<file path="src/rtl/mnist_pkg.sv">
// Shared numeric types for the MNIST datapath: fixed-point width and fraction bits.
// Used by dense_mac_ctrl and dense_mac_acc.
package mnist_pkg;

  localparam int FEAT_W    = 16;
  localparam int FRAC_BITS = 8;

  typedef logic signed [FEAT_W-1:0] feature_type;
  typedef logic signed [FEAT_W-1:0] weight_type;

endpackage

</file>
<file path="src/rtl/dense_mac_ctrl_if.sv">
// Memory-side bus of dense_mac_ctrl: input/weight/bias read ports and output write port.
// master = layer controller, slave = buffer memories.
interface dense_mac_ctrl_if
  import mnist_pkg::*;
#(
  parameter int IN_LEN  = 196,
  parameter int OUT_LEN = 128
);

  localparam int IA_W = $clog2(IN_LEN);
  localparam int WA_W = $clog2(OUT_LEN * IN_LEN);
  localparam int OA_W = $clog2(OUT_LEN);

  logic [IA_W-1:0] in_addr;
  feature_type     in_data;
  logic [WA_W-1:0] w_addr;
  weight_type      w_data;
  logic [OA_W-1:0] b_addr;
  feature_type     b_data;
  logic            out_we;
  logic [OA_W-1:0] out_addr;
  feature_type     out_data;

  modport master (
    output in_addr, w_addr, b_addr, out_we, out_addr, out_data,
    input  in_data, w_data, b_data
  );

  modport slave (
    input  in_addr, w_addr, b_addr, out_we, out_addr, out_data,
    output in_data, w_data, b_data
  );

endinterface

</file>
<file path="src/rtl/dense_mac_acc.sv">
// Neuron datapath: one signed multiplier, wide accumulator, shift, narrowing and ReLU.
// Narrowing saturates when DENSE_MAC_SAT_EN is defined, otherwise wraps.
module dense_mac_acc
  import mnist_pkg::*;
#(
  parameter int IN_LEN = 196,
  parameter int RELU   = 1
) (
  input  logic        clk_i,
  input  logic        rst_i,
  input  logic        load_i,
  input  logic        add_i,
  input  feature_type b_data_i,
  input  feature_type in_data_i,
  input  weight_type  w_data_i,
  output feature_type result_o
);

  localparam int ACC_W = 2 * FEAT_W + $clog2(IN_LEN);

  logic signed [2*FEAT_W-1:0] prod;
  logic signed [ACC_W-1:0]    bias_ext;
  logic signed [ACC_W-1:0]    prod_ext;
  logic signed [ACC_W-1:0]    acc_q;
  logic signed [ACC_W-1:0]    acc_d;
  logic signed [ACC_W-1:0]    shifted;
  feature_type                narrowed;

  assign prod     = in_data_i * w_data_i;
  assign bias_ext = {{(ACC_W-FEAT_W){b_data_i[FEAT_W-1]}}, b_data_i};
  assign prod_ext = {{(ACC_W-2*FEAT_W){prod[2*FEAT_W-1]}}, prod};

  always_comb begin
    acc_d = acc_q;
    if (load_i) begin
      acc_d = bias_ext <<< FRAC_BITS;
    end else if (add_i) begin
      acc_d = acc_q + prod_ext;
    end
  end

  always_ff @(posedge clk_i) begin
    if (rst_i) begin
      acc_q <= '0;
    end else begin
      acc_q <= acc_d;
    end
  end

  assign shifted = acc_q >>> FRAC_BITS;

`ifdef DENSE_MAC_SAT_EN
  localparam logic signed [ACC_W-1:0] SAT_MAX = ACC_W'((64'sd1 <<< (FEAT_W-1)) - 64'sd1);
  localparam logic signed [ACC_W-1:0] SAT_MIN = -SAT_MAX - ACC_W'(1);

  always_comb begin
    if (shifted > SAT_MAX) begin
      narrowed = feature_type'(SAT_MAX);
    end else if (shifted < SAT_MIN) begin
      narrowed = feature_type'(SAT_MIN);
    end else begin
      narrowed = feature_type'(shifted);
    end
  end
`else
  assign narrowed = feature_type'(shifted);
`endif

  always_comb begin
    result_o = narrowed;
    if (RELU != 0 && narrowed[FEAT_W-1]) begin
      result_o = '0;
    end
  end

endmodule

</file>
<file path="src/rtl/dense_mac_ctrl.sv">
// Dense-layer controller: walks neurons through BIAS, MAC, DRAIN, WRITE, then DONE.
// Optional output saturation is compiled in with DENSE_MAC_SAT_EN (see dense_mac_acc).
module dense_mac_ctrl
  import mnist_pkg::*;
#(
  parameter int IN_LEN  = 196,
  parameter int OUT_LEN = 128,
  parameter int RELU    = 1
) (
  input  logic              clock,
  input  logic              reset,
  input  logic              start,
  input  logic              abort,
  output logic              busy,
  output logic              done,
  dense_mac_ctrl_if.master  mem
);

  localparam int IA_W = $clog2(IN_LEN);
  localparam int WA_W = $clog2(OUT_LEN * IN_LEN);
  localparam int OA_W = $clog2(OUT_LEN);

  localparam logic [2:0] S_IDLE  = 3'd0;
  localparam logic [2:0] S_BIAS  = 3'd1;
  localparam logic [2:0] S_MAC   = 3'd2;
  localparam logic [2:0] S_DRAIN = 3'd3;
  localparam logic [2:0] S_WRITE = 3'd4;
  localparam logic [2:0] S_DONE  = 3'd5;

  logic [2:0]      state_q, state_d;
  logic [OA_W-1:0] o_q, o_d;
  logic [IA_W-1:0] i_q, i_d;
  logic [WA_W-1:0] w_q, w_d;

  logic            i_last;
  logic            o_last;
  logic            acc_load;
  logic            acc_add;
  feature_type     acc_result;

  assign i_last = (i_q == IA_W'(IN_LEN - 1));
  assign o_last = (o_q == OA_W'(OUT_LEN - 1));

  // w_q runs continuously across neurons, so it equals o*IN_LEN+i without a multiply.
  always_comb begin
    state_d = state_q;
    o_d     = o_q;
    i_d     = i_q;
    w_d     = w_q;
    case (state_q)
      S_IDLE: begin
        if (start && !abort) begin
          state_d = S_BIAS;
          o_d     = '0;
          i_d     = '0;
          w_d     = '0;
        end
      end
      S_BIAS: begin
        state_d = S_MAC;
        i_d     = '0;
      end
      S_MAC: begin
        w_d = w_q + WA_W'(1);
        if (i_last) begin
          state_d = S_DRAIN;
          i_d     = '0;
        end else begin
          i_d = i_q + IA_W'(1);
        end
      end
      S_DRAIN: state_d = S_WRITE;
      S_WRITE: begin
        if (o_last) begin
          state_d = S_DONE;
        end else begin
          state_d = S_BIAS;
          o_d     = o_q + OA_W'(1);
        end
      end
      S_DONE:  state_d = S_IDLE;
      default: state_d = S_IDLE;
    endcase
    if (abort && state_q != S_IDLE) begin
      state_d = S_IDLE;
    end
  end

  always_ff @(posedge clock) begin
    if (reset) begin
      state_q <= S_IDLE;
      o_q     <= '0;
      i_q     <= '0;
      w_q     <= '0;
    end else begin
      state_q <= state_d;
      o_q     <= o_d;
      i_q     <= i_d;
      w_q     <= w_d;
    end
  end

  // Bias arrives during the first MAC cycle; products lag their addresses by one cycle.
  assign acc_load = (state_q == S_MAC) && (i_q == '0);
  assign acc_add  = ((state_q == S_MAC) && (i_q != '0)) || (state_q == S_DRAIN);

  dense_mac_acc #(
    .IN_LEN (IN_LEN),
    .RELU   (RELU)
  ) u_acc (
    .clk_i     (clock),
    .rst_i     (reset),
    .load_i    (acc_load),
    .add_i     (acc_add),
    .b_data_i  (mem.b_data),
    .in_data_i (mem.in_data),
    .w_data_i  (mem.w_data),
    .result_o  (acc_result)
  );

  assign busy         = (state_q != S_IDLE);
  assign done         = (state_q == S_DONE);
  assign mem.b_addr   = (state_q == S_BIAS)  ? o_q : '0;
  assign mem.in_addr  = (state_q == S_MAC)   ? i_q : '0;
  assign mem.w_addr   = (state_q == S_MAC)   ? w_q : '0;
  assign mem.out_we   = (state_q == S_WRITE);
  assign mem.out_addr = (state_q == S_WRITE) ? o_q : '0;
  assign mem.out_data = (state_q == S_WRITE) ? acc_result : '0;

endmodule
</file>
<file path="src/flat_wrapper.sv">
// flat-port wrapper written by rule: the top's interface ports become plain ports
module dense_mac_ctrl_flat import mnist_pkg::*;
#(
  parameter int IN_LEN  = 196,
  parameter int OUT_LEN = 128,
  parameter int RELU    = 1
)
  (clock, reset, start, abort, busy, done, mem_in_addr, mem_w_addr, mem_b_addr, mem_out_we, mem_out_addr, mem_out_data, mem_in_data, mem_w_data, mem_b_data);
  dense_mac_ctrl_if #(.IN_LEN(IN_LEN), .OUT_LEN(OUT_LEN)) mem_i ();
  input  logic clock;
  input  logic reset;
  input  logic start;
  input  logic abort;
  output logic busy;
  output logic done;
  output wire logic [$bits(mem_i.in_addr)-1:0] mem_in_addr;
  output wire logic [$bits(mem_i.w_addr)-1:0] mem_w_addr;
  output wire logic [$bits(mem_i.b_addr)-1:0] mem_b_addr;
  output wire logic [$bits(mem_i.out_we)-1:0] mem_out_we;
  output wire logic [$bits(mem_i.out_addr)-1:0] mem_out_addr;
  output wire logic [$bits(mem_i.out_data)-1:0] mem_out_data;
  input wire logic [$bits(mem_i.in_data)-1:0] mem_in_data;
  input wire logic [$bits(mem_i.w_data)-1:0] mem_w_data;
  input wire logic [$bits(mem_i.b_data)-1:0] mem_b_data;
  assign mem_in_addr = mem_i.in_addr;
  assign mem_w_addr = mem_i.w_addr;
  assign mem_b_addr = mem_i.b_addr;
  assign mem_out_we = mem_i.out_we;
  assign mem_out_addr = mem_i.out_addr;
  assign mem_out_data = mem_i.out_data;
  assign mem_i.in_data = mem_in_data;
  assign mem_i.w_data = mem_w_data;
  assign mem_i.b_data = mem_b_data;
  dense_mac_ctrl #(.IN_LEN(IN_LEN), .OUT_LEN(OUT_LEN), .RELU(RELU)) u_core (.clock(clock), .reset(reset), .start(start), .abort(abort), .busy(busy), .done(done), .mem(mem_i));
endmodule
</file>
<file path="config.mk">
export PLATFORM = sky130hd
export DESIGN_NAME = dense_mac_ctrl_flat
export DESIGN_NICKNAME = d
export VERILOG_FILES = /design/src/rtl/mnist_pkg.sv /design/src/rtl/dense_mac_ctrl_if.sv /design/src/rtl/dense_mac_acc.sv /design/src/rtl/dense_mac_ctrl.sv /design/src/flat_wrapper.sv
export SDC_FILE = /design/constraint.sdc
export NUM_CORES = 1
export LEC_CHECK = 0
export ABC_CLOCK_PERIOD_IN_PS = 17100
export CAP_MARGIN = 20
export CELL_PAD_IN_SITES_DETAIL_PLACEMENT = 2
export CELL_PAD_IN_SITES_GLOBAL_PLACEMENT = 2
export CORE_UTILIZATION = 35
export CTS_CLUSTER_DIAMETER = 30
export DETAILED_ROUTE_END_ITERATION = 8
export PLACE_DENSITY_LB_ADDON = 0.3
export SYNTH_ARGS = -nofsm -noshare
export SYNTH_HDL_FRONTEND = slang
export SYNTH_SLANG_ARGS = --single-unit
</file>
<file path="constraint.sdc">
create_clock -name clock -period 17.1 [get_ports clock]
set_input_delay 1.71 -clock clock [delete_from_list [all_inputs] [get_ports clock]]
set_output_delay 1.71 -clock clock [all_outputs]
set_load 0.05 [all_outputs]
</file>
==> impl_metrics.toml <==
[synth]
syn_inst = 1349
synth-edff-count = 0
yosysSeqAreaShare_pct = 9.98
syn-mean-instance-area_um2 = 8.47
syn_area_um2 = 11400
ys.flop_type = "dfxtp_1"
syn_nets = 1695
synth-seq-cells = 57
ys_warn_count = 0
ys_types = 54
synthArstFlopShare_pct = 0

[clock_network]
cts.sinks = 57
cts_hold_repair.buffers = 0
htree_levels = 3
worstSkewPairLatency_ps = 340
clk_pin_slew_ps = 60
cts_resized = 0
clock_path_buffers = 2
cts_root_buffer = "clkbuf_16"
cts_buffers = 9
post_cts.repair.setup_buffers = 0
cts_tree = "built"

[finish]
area_growth_pct = 15.1
diodes = 0
n_fill_cell = 3654
nets = 1759
drive_gt1_share_pct = 2.33
fin_cells = 1853
final_common_cell = "inv_1"
seqCellArea_um2 = 1140
mostFrequentLayoutCells = "inv_1 (324), fa_1 (209), and2_1 (166)"
multi_input_area_um2 = 8840

[timing]
worstMarginPinSlew_ps = 911
tns_ps = 0
final-max-slew-violation-count = 0
hold_viol = 0
max_slew_margin_pct = 39.0
rsz0062_at_grt = "no"
setup_violations = 0
fmax_mhz = 125
period_needed_ps = 8010
skew_ps = 11.6
final.period_utilization_pct = 46.8

[drt]
drc = 0
wirelength_um = 36100
firstDrtPassIters = 6
ant_nets = 0
routedWlPerCell_um = 19.5
first_iter_violations = 291
dr_total_vias = 9046
avgViaCountPerCell = 4.88

[placement]
portBuffers = 106
placed_cells = 1836
gp_congestion = 0.814
dpl.hpwl_um = 30500

[setup_path]
crit_slowest_cell = "clkdlybuf4s50_1"
worst_setup_path_end_kind = "register"
slowest_delay_ps = 990
critPathArrivalTime_ps = 8200
cp-start-kind = "primary input"
cp_max_fo = 15
crit_path_frequent_cell = "fa_1"
crit_chain = "clkdlybuf4s50_1 -> nand2_1 -> fa_1 -> inv_1 -> fa_1 -> inv_1 -> fa_1 -> inv_1 -> fa_1 -> fa_1 -> inv_1 -> fa_1 -> inv_1 -> ha_1 -> a21oi_1 -> o21a_1 -> o22ai_1 -> nor2_1 -> o31ai_2 -> a221oi_1 -> xnor2_1 -> o22ai_1"
path_class = "in2reg"
cp_data_required_time_ps = 17300

[status]
status = "completed"

[grt]
grt_pass1_vias = 10500
grt_max_degree = 46
antenna_found_initial = 0
overflow = 0
grtUsageTotal_pct = 23.1
grt_pass1_wl_um = 59600

[power_and_ir_drop]
combPwrFrac_pct = 88.0
power_leakage_nw = 6.27
p_per_area_nw_per_um2 = 207
p_sw_mw = 1.48
clockPowerShare_pct = 6.8
power.internal_mw = 1.25
swShare_pct = 54.1
ir_drop_mv = 0.144
p_seq_share_pct = 5.3

[worst_hold_path]
hp-class = "reg2reg"

[floorplan]
core-area_um2 = 31900
pin_count = 108
die-area_um2 = 33400
num_rows = 65
die_x_um = 183
die_h_um = 183
start_util_pct = 35.9

[job]
drv_cap = 0
## worst max-delay path: cells and delay by family
family                     cells  cell delay (ps)
AOI/OAI and AO/OA              6             1100
and+or+nand+nor                2              300
buffers and inverters          6             1270
xor gates and xnor gates       1              190
adders and majority gates      7             3620
## power by group through the flow
stage / sequential (mW) / combinational, mW / clock, mW
after global routing: 0.145 / 2.72 / 0.195
after detailed placement: 0.147 / 2.39 / 0
final: 0.144 / 2.40 / 0.185
after global placement: 0.147 / 2.30 / 0
after CTS: 0.144 / 2.42 / 0.188
after floorplan: 0.142 / 1.76 / 0
## flip-flops by register name, indices dropped and copies added, names as in the netlist
register and flops:
u_core.i_q 8, u_core.o_q 7, u_core.state_q 3, u_core.u_acc.acc_q 24
u_core.w_q 15
## synthesized netlist by cell type (all sizes together), types with 2 or more instances
| master | count | area share [%] |
|---|---|---|
| xor2 | 16 | 1.2 |
| or2 | 4 | 0.22 |
| a221oi | 3 | 0.23 |
| nand2b | 16 | 0.88 |
| a2111oi | 4 | 0.31 |
| o21bai | 3 | 0.20 |
| nor4 | 2 | 0.11 |
| nor3 | 10 | 0.44 |
| a222oi | 6 | 0.53 |
| a21o | 10 | 0.66 |
| nand4 | 11 | 0.60 |
| clkbuf | 56 | 1.8 |
| a211oi | 8 | 0.63 |
| dfxtp | 57 | 10 |
| and2 | 167 | 9.2 |
| nor2b | 4 | 0.22 |
| o32ai | 2 | 0.15 |
| nor2 | 64 | 2.1 |
| o211ai | 5 | 0.33 |
| fa | 209 | 37 |
| nand2 | 116 | 3.8 |
| and3 | 14 | 0.77 |
| a21oi | 37 | 1.6 |
| o31ai | 2 | 0.22 |
| buf | 3 | 0.18 |
| and4 | 2 | 0.15 |
| o22ai | 3 | 0.16 |
| inv | 324 | 11 |
| xnor2 | 37 | 2.8 |
| a31oi | 4 | 0.22 |
| ha | 85 | 9.3 |
| o21a | 6 | 0.39 |
| nand3 | 15 | 0.66 |
| nand3b | 3 | 0.20 |
| or3 | 6 | 0.33 |
| a22oi | 4 | 0.26 |
| o21ai | 18 | 0.79 |
## metrics by stage
step                      hold WS (ps)  utilization [%]  setup slack, ps  cell area (um^2)  total power [mW]
after detailed placement           471             40.3             8790             12800              2.54
after CTS                          479             41.2             9060             13100              2.75
after global placement             448             40.3             8940             12800              2.45
final                              474             41.3             9090             13200              2.73
after global routing               499             41.3             8700             13200              3.06
after floorplan                    436                -            10070             11400              1.90
## worst paths after layout
path | start | end | slack [ps] | depth (start not counted)
min | u_core.u_acc.acc_q[0]$_SDFFE_PP0P_ | u_core.u_acc.acc_q[0]$_SDFFE_PP0P_ | 470 | 2
max reg2reg | u_core.u_acc.acc_q[8]$_SDFFE_PP0P_ | u_core.u_acc.acc_q[18]$_SDFFE_PP0P_ | 11870 | 18
min reg2reg | u_core.u_acc.acc_q[0]$_SDFFE_PP0P_ | u_core.u_acc.acc_q[0]$_SDFFE_PP0P_ | 470 | 2
max | mem_w_data[9] | u_core.u_acc.acc_q[23]$_SDFFE_PP0P_ | 9090 | 22
## metal layers
metal  track usage [%]  part of all wire [%]
met5                 0                     0
met4              3.36                  0.82
met3              3.75                   4.6
met2              39.7                    49
met1              30.9                    46
## cells by family (layout without fill, tap and decap cells)
logic type	Yosys count	in the layout	share of synthesized area [%]
AOI/OAI and AO/OA	121	121	7.20
xor gates and xnor gates	53	53	4.06
adders and majority gates	294	294	45.9
buffers and inverters	383	452	12.7
DFF	57	57	9.98
muxes	1	1	0.0876
other	1	1	0.0328
and+or+nand+nor	439	439	20.1
## cell type report
class,instances,area share [%]
clock inverter,6,0.513
inverter,324,9.24
timing repair buffer,112,8.43
clock buffer,10,1.82
sequential,57,8.67
multi-input combinational,909,67.2
tap,435,4.14
Power figures use the tool's default switching activity.
